`src/rtl/char_buf_pkg.sv`:
```
// Shared widths, defaults, glyph codes and FSM encoding for the character screen buffer.
package char_buf_pkg;

    localparam int unsigned ROWS_DEF = 7;
    localparam int unsigned COLS_DEF = 20;
    localparam int unsigned CELLS    = ROWS_DEF * COLS_DEF;

    localparam int unsigned GLYPH_W = 8;
    localparam int unsigned ROW_W   = 4;
    localparam int unsigned COL_W   = 6;
    localparam int unsigned ADDR_W  = 8;

    localparam logic [GLYPH_W-1:0] BLANK_GLYPH = 8'd128;
    localparam logic [GLYPH_W-1:0] CLR_GLYPH   = 8'hFF;

    typedef enum logic {
        IDLE  = 1'b0,
        CLEAR = 1'b1
    } state_t;

    typedef struct packed {
        logic               we;
        logic [ADDR_W-1:0]  addr;
        logic [GLYPH_W-1:0] data;
    } ram_wr_t;

    // Linear cell address; 8 bits is enough for every legal row/col pair.
    function automatic logic [ADDR_W-1:0] cell_addr(input logic [ROW_W-1:0] row,
                                                    input logic [COL_W-1:0] col,
                                                    input int unsigned      cols);
        return ADDR_W'(row) * ADDR_W'(cols) + ADDR_W'(col);
    endfunction

endpackage

```
`src/rtl/char_screen_buffer_if.sv`:
```
// Writer/renderer bus of the character screen buffer.
interface char_screen_buffer_if;
    import char_buf_pkg::*;

    logic               wr_en;
    logic [GLYPH_W-1:0] wr_glyph;
    logic [ROW_W-1:0]   wr_row;
    logic [COL_W-1:0]   wr_col;
    logic               clr;
    logic               full;
    logic [ROW_W-1:0]   rd_row;
    logic [COL_W-1:0]   rd_col;
    logic [GLYPH_W-1:0] rd_glyph;
    logic               busy;
    logic               range_err;
    logic               drop_err;

    modport master (
        output wr_en, wr_glyph, wr_row, wr_col, clr, full, rd_row, rd_col,
        input  rd_glyph, busy, range_err, drop_err
    );

    modport slave (
        input  wr_en, wr_glyph, wr_row, wr_col, clr, full, rd_row, rd_col,
        output rd_glyph, busy, range_err, drop_err
    );

endinterface

```
`src/rtl/char_buf_ram.sv`:
```
// Cell storage: one write port, one registered read-before-write read port with forced-glyph override.
module char_buf_ram
    import char_buf_pkg::*;
#(
    parameter int unsigned        DEPTH     = CELLS,
    parameter logic [GLYPH_W-1:0] RST_GLYPH = BLANK_GLYPH
) (
    input  logic               clk,
    input  logic               reset_n,
    input  ram_wr_t            wr,
    input  logic [ADDR_W-1:0]  rd_addr,
    input  logic               rd_force,
    output logic [GLYPH_W-1:0] rd_glyph
);

    logic [GLYPH_W-1:0] mem [DEPTH];

    // Storage has no reset; the clear sweep initialises it.
    always_ff @(posedge clk) begin
        if (wr.we) begin
            mem[wr.addr] <= wr.data;
        end
    end

    always_ff @(posedge clk or negedge reset_n) begin
        if (!reset_n) begin
            rd_glyph <= RST_GLYPH;
        end else begin
            rd_glyph <= rd_force ? RST_GLYPH : mem[rd_addr];
        end
    end

endmodule

```
`src/rtl/char_screen_buffer.sv`:
```
// Character screen buffer with self-clearing sweep; define CHAR_BUF_AUTOCLR_EN to let a full pulse start a clear.
module char_screen_buffer
    import char_buf_pkg::*;
#(
    parameter int unsigned        ROWS  = ROWS_DEF,
    parameter int unsigned        COLS  = COLS_DEF,
    parameter logic [GLYPH_W-1:0] BLANK = BLANK_GLYPH
) (
    input logic                 clk,
    input logic                 reset_n,
    char_screen_buffer_if.slave bus
);

    localparam int unsigned       NCELLS    = ROWS * COLS;
    localparam logic [ADDR_W-1:0] LAST_ADDR = ADDR_W'(NCELLS - 1);

    state_t             state, state_nxt;
    logic [ADDR_W-1:0]  sweep_addr, sweep_addr_nxt;
    logic               sweep_we, busy_nxt;
    logic               busy_q, range_err_q, drop_err_q;
    logic               clr_req, wr_valid, wr_in_range, wr_accept, rd_in_range;
    logic [ADDR_W-1:0]  wr_addr, rd_addr;
    logic [GLYPH_W-1:0] rd_q;
    ram_wr_t            ram_wr;

`ifdef CHAR_BUF_AUTOCLR_EN
    assign clr_req = bus.clr | bus.full;
`else
    logic unused_full;
    assign unused_full = bus.full;
    assign clr_req     = bus.clr;
`endif

    always_ff @(posedge clk or negedge reset_n) begin
        if (!reset_n) begin
            state <= CLEAR;
        end else begin
            state <= state_nxt;
        end
    end

    always_comb begin
        state_nxt = state;
        case (state)
            IDLE:    if (clr_req) state_nxt = CLEAR;
            CLEAR:   if (!clr_req && (sweep_addr == LAST_ADDR)) state_nxt = IDLE;
            default: state_nxt = IDLE;
        endcase
    end

    // A clear request during the sweep rewinds it to address 0.
    always_comb begin
        sweep_we       = 1'b0;
        sweep_addr_nxt = sweep_addr;
        busy_nxt       = (state_nxt == CLEAR);
        case (state)
            IDLE: sweep_addr_nxt = '0;
            CLEAR: begin
                sweep_we = 1'b1;
                if (clr_req || (sweep_addr == LAST_ADDR)) begin
                    sweep_addr_nxt = '0;
                end else begin
                    sweep_addr_nxt = sweep_addr + ADDR_W'(1);
                end
            end
            default: sweep_addr_nxt = '0;
        endcase
    end

    assign wr_valid    = bus.wr_en && (bus.wr_glyph != CLR_GLYPH);
    assign wr_in_range = (bus.wr_row < ROW_W'(ROWS)) && (bus.wr_col < COL_W'(COLS));
    assign wr_accept   = wr_valid && wr_in_range && !busy_q && !clr_req;
    assign wr_addr     = wr_in_range ? cell_addr(bus.wr_row, bus.wr_col, COLS) : '0;
    assign rd_in_range = (bus.rd_row < ROW_W'(ROWS)) && (bus.rd_col < COL_W'(COLS));
    assign rd_addr     = rd_in_range ? cell_addr(bus.rd_row, bus.rd_col, COLS) : '0;

    always_ff @(posedge clk or negedge reset_n) begin
        if (!reset_n) begin
            sweep_addr  <= '0;
            busy_q      <= 1'b1;
            range_err_q <= 1'b0;
            drop_err_q  <= 1'b0;
        end else begin
            sweep_addr <= sweep_addr_nxt;
            busy_q     <= busy_nxt;
            if (wr_valid && !wr_in_range)         range_err_q <= 1'b1;
            if (wr_valid && (busy_q || clr_req))  drop_err_q  <= 1'b1;
        end
    end

    // Sweep and user writes are mutually exclusive: user writes only land while idle.
    always_comb begin
        ram_wr.we   = sweep_we | wr_accept;
        ram_wr.addr = sweep_we ? sweep_addr : wr_addr;
        ram_wr.data = sweep_we ? BLANK : bus.wr_glyph;
    end

    char_buf_ram #(
        .DEPTH     (NCELLS),
        .RST_GLYPH (BLANK)
    ) u_ram (
        .clk      (clk),
        .reset_n  (reset_n),
        .wr       (ram_wr),
        .rd_addr  (rd_addr),
        .rd_force (busy_q || !rd_in_range),
        .rd_glyph (rd_q)
    );

    assign bus.rd_glyph  = rd_q;
    assign bus.busy      = busy_q;
    assign bus.range_err = range_err_q;
    assign bus.drop_err  = drop_err_q;

endmodule

```
`src/flat_wrapper.sv`:
```
// flat-port wrapper written by rule: the top's interface ports become plain ports
module char_screen_buffer_flat import char_buf_pkg::*;
#(
    parameter int unsigned        ROWS  = ROWS_DEF,
    parameter int unsigned        COLS  = COLS_DEF,
    parameter logic [GLYPH_W-1:0] BLANK = BLANK_GLYPH
)
  (clk, reset_n, bus_wr_en, bus_wr_glyph, bus_wr_row, bus_wr_col, bus_clr, bus_full, bus_rd_row, bus_rd_col, bus_rd_glyph, bus_busy, bus_range_err, bus_drop_err);
  char_screen_buffer_if bus_i ();
  input logic clk;
  input logic reset_n;
  input wire logic [$bits(bus_i.wr_en)-1:0] bus_wr_en;
  input wire logic [$bits(bus_i.wr_glyph)-1:0] bus_wr_glyph;
  input wire logic [$bits(bus_i.wr_row)-1:0] bus_wr_row;
  input wire logic [$bits(bus_i.wr_col)-1:0] bus_wr_col;
  input wire logic [$bits(bus_i.clr)-1:0] bus_clr;
  input wire logic [$bits(bus_i.full)-1:0] bus_full;
  input wire logic [$bits(bus_i.rd_row)-1:0] bus_rd_row;
  input wire logic [$bits(bus_i.rd_col)-1:0] bus_rd_col;
  output wire logic [$bits(bus_i.rd_glyph)-1:0] bus_rd_glyph;
  output wire logic [$bits(bus_i.busy)-1:0] bus_busy;
  output wire logic [$bits(bus_i.range_err)-1:0] bus_range_err;
  output wire logic [$bits(bus_i.drop_err)-1:0] bus_drop_err;
  assign bus_i.wr_en = bus_wr_en;
  assign bus_i.wr_glyph = bus_wr_glyph;
  assign bus_i.wr_row = bus_wr_row;
  assign bus_i.wr_col = bus_wr_col;
  assign bus_i.clr = bus_clr;
  assign bus_i.full = bus_full;
  assign bus_i.rd_row = bus_rd_row;
  assign bus_i.rd_col = bus_rd_col;
  assign bus_rd_glyph = bus_i.rd_glyph;
  assign bus_busy = bus_i.busy;
  assign bus_range_err = bus_i.range_err;
  assign bus_drop_err = bus_i.drop_err;
  char_screen_buffer #(.ROWS(ROWS), .COLS(COLS), .BLANK(BLANK)) u_core (.clk(clk), .reset_n(reset_n), .bus(bus_i));
endmodule
```
`config.mk`:
```
export PLATFORM = sky130hd
export DESIGN_NAME = char_screen_buffer_flat
export DESIGN_NICKNAME = d
export VERILOG_FILES = /design/src/rtl/char_buf_pkg.sv /design/src/rtl/char_screen_buffer_if.sv /design/src/rtl/char_buf_ram.sv /design/src/rtl/char_screen_buffer.sv /design/src/flat_wrapper.sv
export SDC_FILE = /design/constraint.sdc
export NUM_CORES = 1
export LEC_CHECK = 0
export ABC_CLOCK_PERIOD_IN_PS = 5300
export BUFFER_PORTS_ARGS = -buffer_cell sky130_fd_sc_hd__buf_4
export CAP_MARGIN = 20
export CORE_MARGIN = 2
export CORE_UTILIZATION = 45
export DETAILED_ROUTE_END_ITERATION = 12
export MAX_ROUTING_LAYER = met4
export PLACE_DENSITY_LB_ADDON = 0.3
export SETUP_SLACK_MARGIN = 0.05
export SLEW_MARGIN = 20
export SYNTH_ARGS = -nofsm -noshare
export SYNTH_HDL_FRONTEND = slang
export SYNTH_HIERARCHICAL = 1
export SYNTH_SLANG_ARGS = --single-unit
```
`constraint.sdc`:
```
create_clock -name clk -period 5.3 [get_ports clk]
set_input_delay 1.06 -clock clk [delete_from_list [all_inputs] [get_ports clk]]
set_output_delay 1.06 -clock clk [all_outputs]
set_load 0.005 [all_outputs]
```
==> summary.md <==
| Metric | Value |
|---|---|
| Outcome | completed |
| Library cells used by synthesis | 68 |
| GRT overflow | 0 |
| Max-cap violations | 0 |
| Root buf cell | clkbuf_16 |
| Hold-fix buffers, CTS | 0 |
| Die area | 104000 µm² |
| Vias in the first global route | around 24000 |
| Layout Nets | 2743 |
| Worst EP arrival | 5070 ps |
| Final instance area | ~52000 µm² |
| DRC violations left | 0 |
| Syn avg cell area | 18.8 µm² |
| Slew HR | 0.245 |
| GRT Total Usage | 0.220 |
| Synthesized Nets | 2484 |
| Final HPWL DP | 70100 µm |
| Number of synthesized register bits | 1139 |
| # fillers | slightly above 8000 |
| Final setup viols | 0 |
| Layout cells sized above 1 | 0.234 |
| Post-synth top area cell | edfxtp_1 |
| I/O pins | 44 |
| Sw Pwr | between 3 and 4 mW |
| Via count | 24300 |
| Cell area after synthesis | ~46000 µm² |
| Total CTS buffers | 111 |
| Largest net degree at the start of global routing | 141 |
| Top post-synthesis cells by count | 1120 x edfxtp_1, 220 x mux2i_1, 185 x nor2_1 |
| Comb power frac | 0.037 |
| DP Worst Slack | 253 ps |
| Detail Route Antenna Nets | 0 |
| Global-route wire length before repair | 162000 µm |
| Power density cells | 345 nW/µm² |
| Core box area | 101000 µm² |
| RSZ-0062 raised after global routing | no |
| Post-CTS sizing | 0 |
| Worst-Margin Slew | 1130 ps |
| Register area share after synthesis | 0.745 |
| Synth warn | 6 |
| Worst hold-check path type | primary input to async pin |
| Clock Power Share | 0.423 |
| Post-synth top area share | 0.734 |
| Drt initial violations | 2881 |
| Flip-flop and latch area | 34100 µm² |
| Later-pin clock latency in the skew report | between 600 and 700 ps |
| Vias per inst | between 5 and 6 |
| Post-Synthesis Cells | ~2400 |
| Worst-path fanout max | 5 |
| Switching share of power | 0.206 |
| Clock Sinks | 1139 |
| Multi-input gate area | 10700 µm² |
| Final hold violations | 0 |
| Setup ws final | 819 ps |
| Sequential Power Share | 0.540 |
| Setup Total Neg Slack | 0 ps |
| Longest Clk Path Bufs | 3 |
| Area contributors post-synth | edfxtp_1 73%, mux4_2 8.2%, mux2i_1 4.8% |
| Row count | 117 |
| Ys async rst share | 0.0167 |
| H-tree levels | 3 |
| DR WL/cell | 26.7 µm |
| Final min period | between 4000 and 5000 ps |
| Clock Skew | ~22 ps |
| FMAX | 0.223 GHz |
| Initial Utilization | 0.452 |
| P_leak | 16.7 nW |
| Internal | 14.4 mW |
| Ys flop type | edfxtp_1 |
| Die H | 323 µm |
| Port Buffer Count | 42 |
| Placed cell area | 48900 µm² |
| Gpl congestion | 0.906 |
| Post-synth EDFFs | between 1000 and 1500 |
| Die X | 323 µm |
| Initial antenna violation count | 2 |
| Drt pass-1 iters | 6 |
| CP required | 5890 ps |
| Total wire length | 111000 µm |
| Min Hold Slack | 280 ps |
| Most common cell in the netlist | edfxtp_1 |
| Reg clk slew, reported paths | 60 ps |
| Critical Path Source Type | primary input |
| VDD IR-drop max | 0.282 mV |
| TritonCTS clock tree | built |
| Slew Viols, Final | 0 |
| Postcts setup bufs | 0 |
| CP Class | primary input to flop |
| Fin crit share | 0.845 |
| Crit end category | flop |
| Area Overhead vs Synth | 14.6% |
## through the flow
stage	total power, mW	std cells	utilization
2_1_floorplan	10.4	2432	-
3_3_place_gp	10.6	3944	0.483
3_5_place_dp	10.6	3945	0.483
4_1_cts	18.2	4152	0.518
5_1_grt	18.6	4153	0.518
6_report	18.1	4154	0.518
## placed cells by master (no fill, tap or decap), types with 17 or more instances in the layout
| master | instances |
|---|---|
| a22oi_1 | 108 |
| clkbuf_16 | 112 |
| buf_4 | 266 |
| mux4_2 | 167 |
| dfrtp_1 | 17 |
| o21ai_0 | 23 |
| mux2i_1 | 220 |
| nor2_1 | 179 |
| clkinv_2 | 22 |
| clkinv_1 | 28 |
| edfxtp_1 | 1120 |
| clkbuf_1 | 21 |
| a31oi_1 | 22 |
| nand4_1 | 19 |
| nand3_1 | 31 |
| a21oi_1 | 25 |
| nand2_1 | 95 |
| inv_1 | 19 |
| o22ai_1 | 23 |
| o221ai_1 | 21 |
## sequential cells by signal (all words and copies together) (netlist names)
| signal | cells |
|---|---|
| u_core/sweep_addr | 8 |
| u_core/bus.busy | 1 |
| u_core/u_ram/rd_glyph | 8 |
| u_core/bus.range_err | 1 |
| u_core/u_ram/mem | 1120 |
| u_core/bus.drop_err | 1 |
## kinds of logic (layout without fill, tap and decap cells)
group	after synthesis	count (layout)	share of synthesized area
DFF	1139	1139	0.745
muxes	414	414	0.139
and+or+nand+nor	412	412	0.0412
AOI/OAI and AO/OA	277	277	0.0432
buffers and inverters	157	510	0.0233
adders and majority gates	19	19	0.00585
xor gates and xnor gates	14	14	0.00268
other	0	1	0
## path summary, 6_finish.rpt
kind | slack (ps) | start | depth (start not counted) | endpoint
setup / recovery | 820 | bus_rd_row[1] | 17 | u_core/u_ram/rd_glyph[4]
hold / removal | 280 | reset_n | 1 | u_core/sweep_addr[0]
max in group asynchronous | 4690 | reset_n | 1 | u_core/u_ram/rd_glyph[7]
setup reg to reg | 1580 | u_core/bus.busy | 5 | u_core/u_ram/mem[136][7]
hold reg to reg | 480 | u_core/bus.drop_err | 1 | u_core/bus.drop_err
min in group clk | 480 | u_core/bus.drop_err | 1 | u_core/bus.drop_err
## routing by layer
metal  GRT usage  up-vias  share of wire
met1       0.306    12600           0.42
met4      0.0650        0          0.029
met3      0.0386      187          0.081
met5           -        -              0
li1            -    10400              -
met2       0.336     1057           0.48
## worst max-delay path, stage by stage
cell and delay, ps:
buf_4 130, ha_1 270, ha_1 130, inv_1 50, fa_1 600, and3b_1 210, a221oi_1 330, xnor2_1 110
nor2_1 220, nand4bb_1 280, nor2_1 150, a221oi_1 390, buf_4 180, nor4b_1 220, buf_4 170, nand4_1 280
a31oi_1 280
## power by group through the flow
stage          clock network [mW]  registers [mW]  logic [mW]
2_1_floorplan                   0            9.96       0.426
3_3_place_gp                    0            9.96       0.652
3_5_place_dp                    0            9.96       0.660
4_1_cts                      7.77            9.77       0.664
5_1_grt                      8.13            9.76       0.705
6_report                     7.66            9.77       0.669
## layout make-up
cell class / instances / share of cell area
antenna: 1 / 0.0000477
clock inverter: 71 / 0.0120
sequential: 1139 / 0.650
clock buffer: 136 / 0.0557
inverter: 21 / 0.00150
multi-input combinational: 1136 / 0.204
timing repair buffer: 282 / 0.0440
tap: 1368 / 0.0326
No activity file was read; power rests on OpenSTA's default activity.
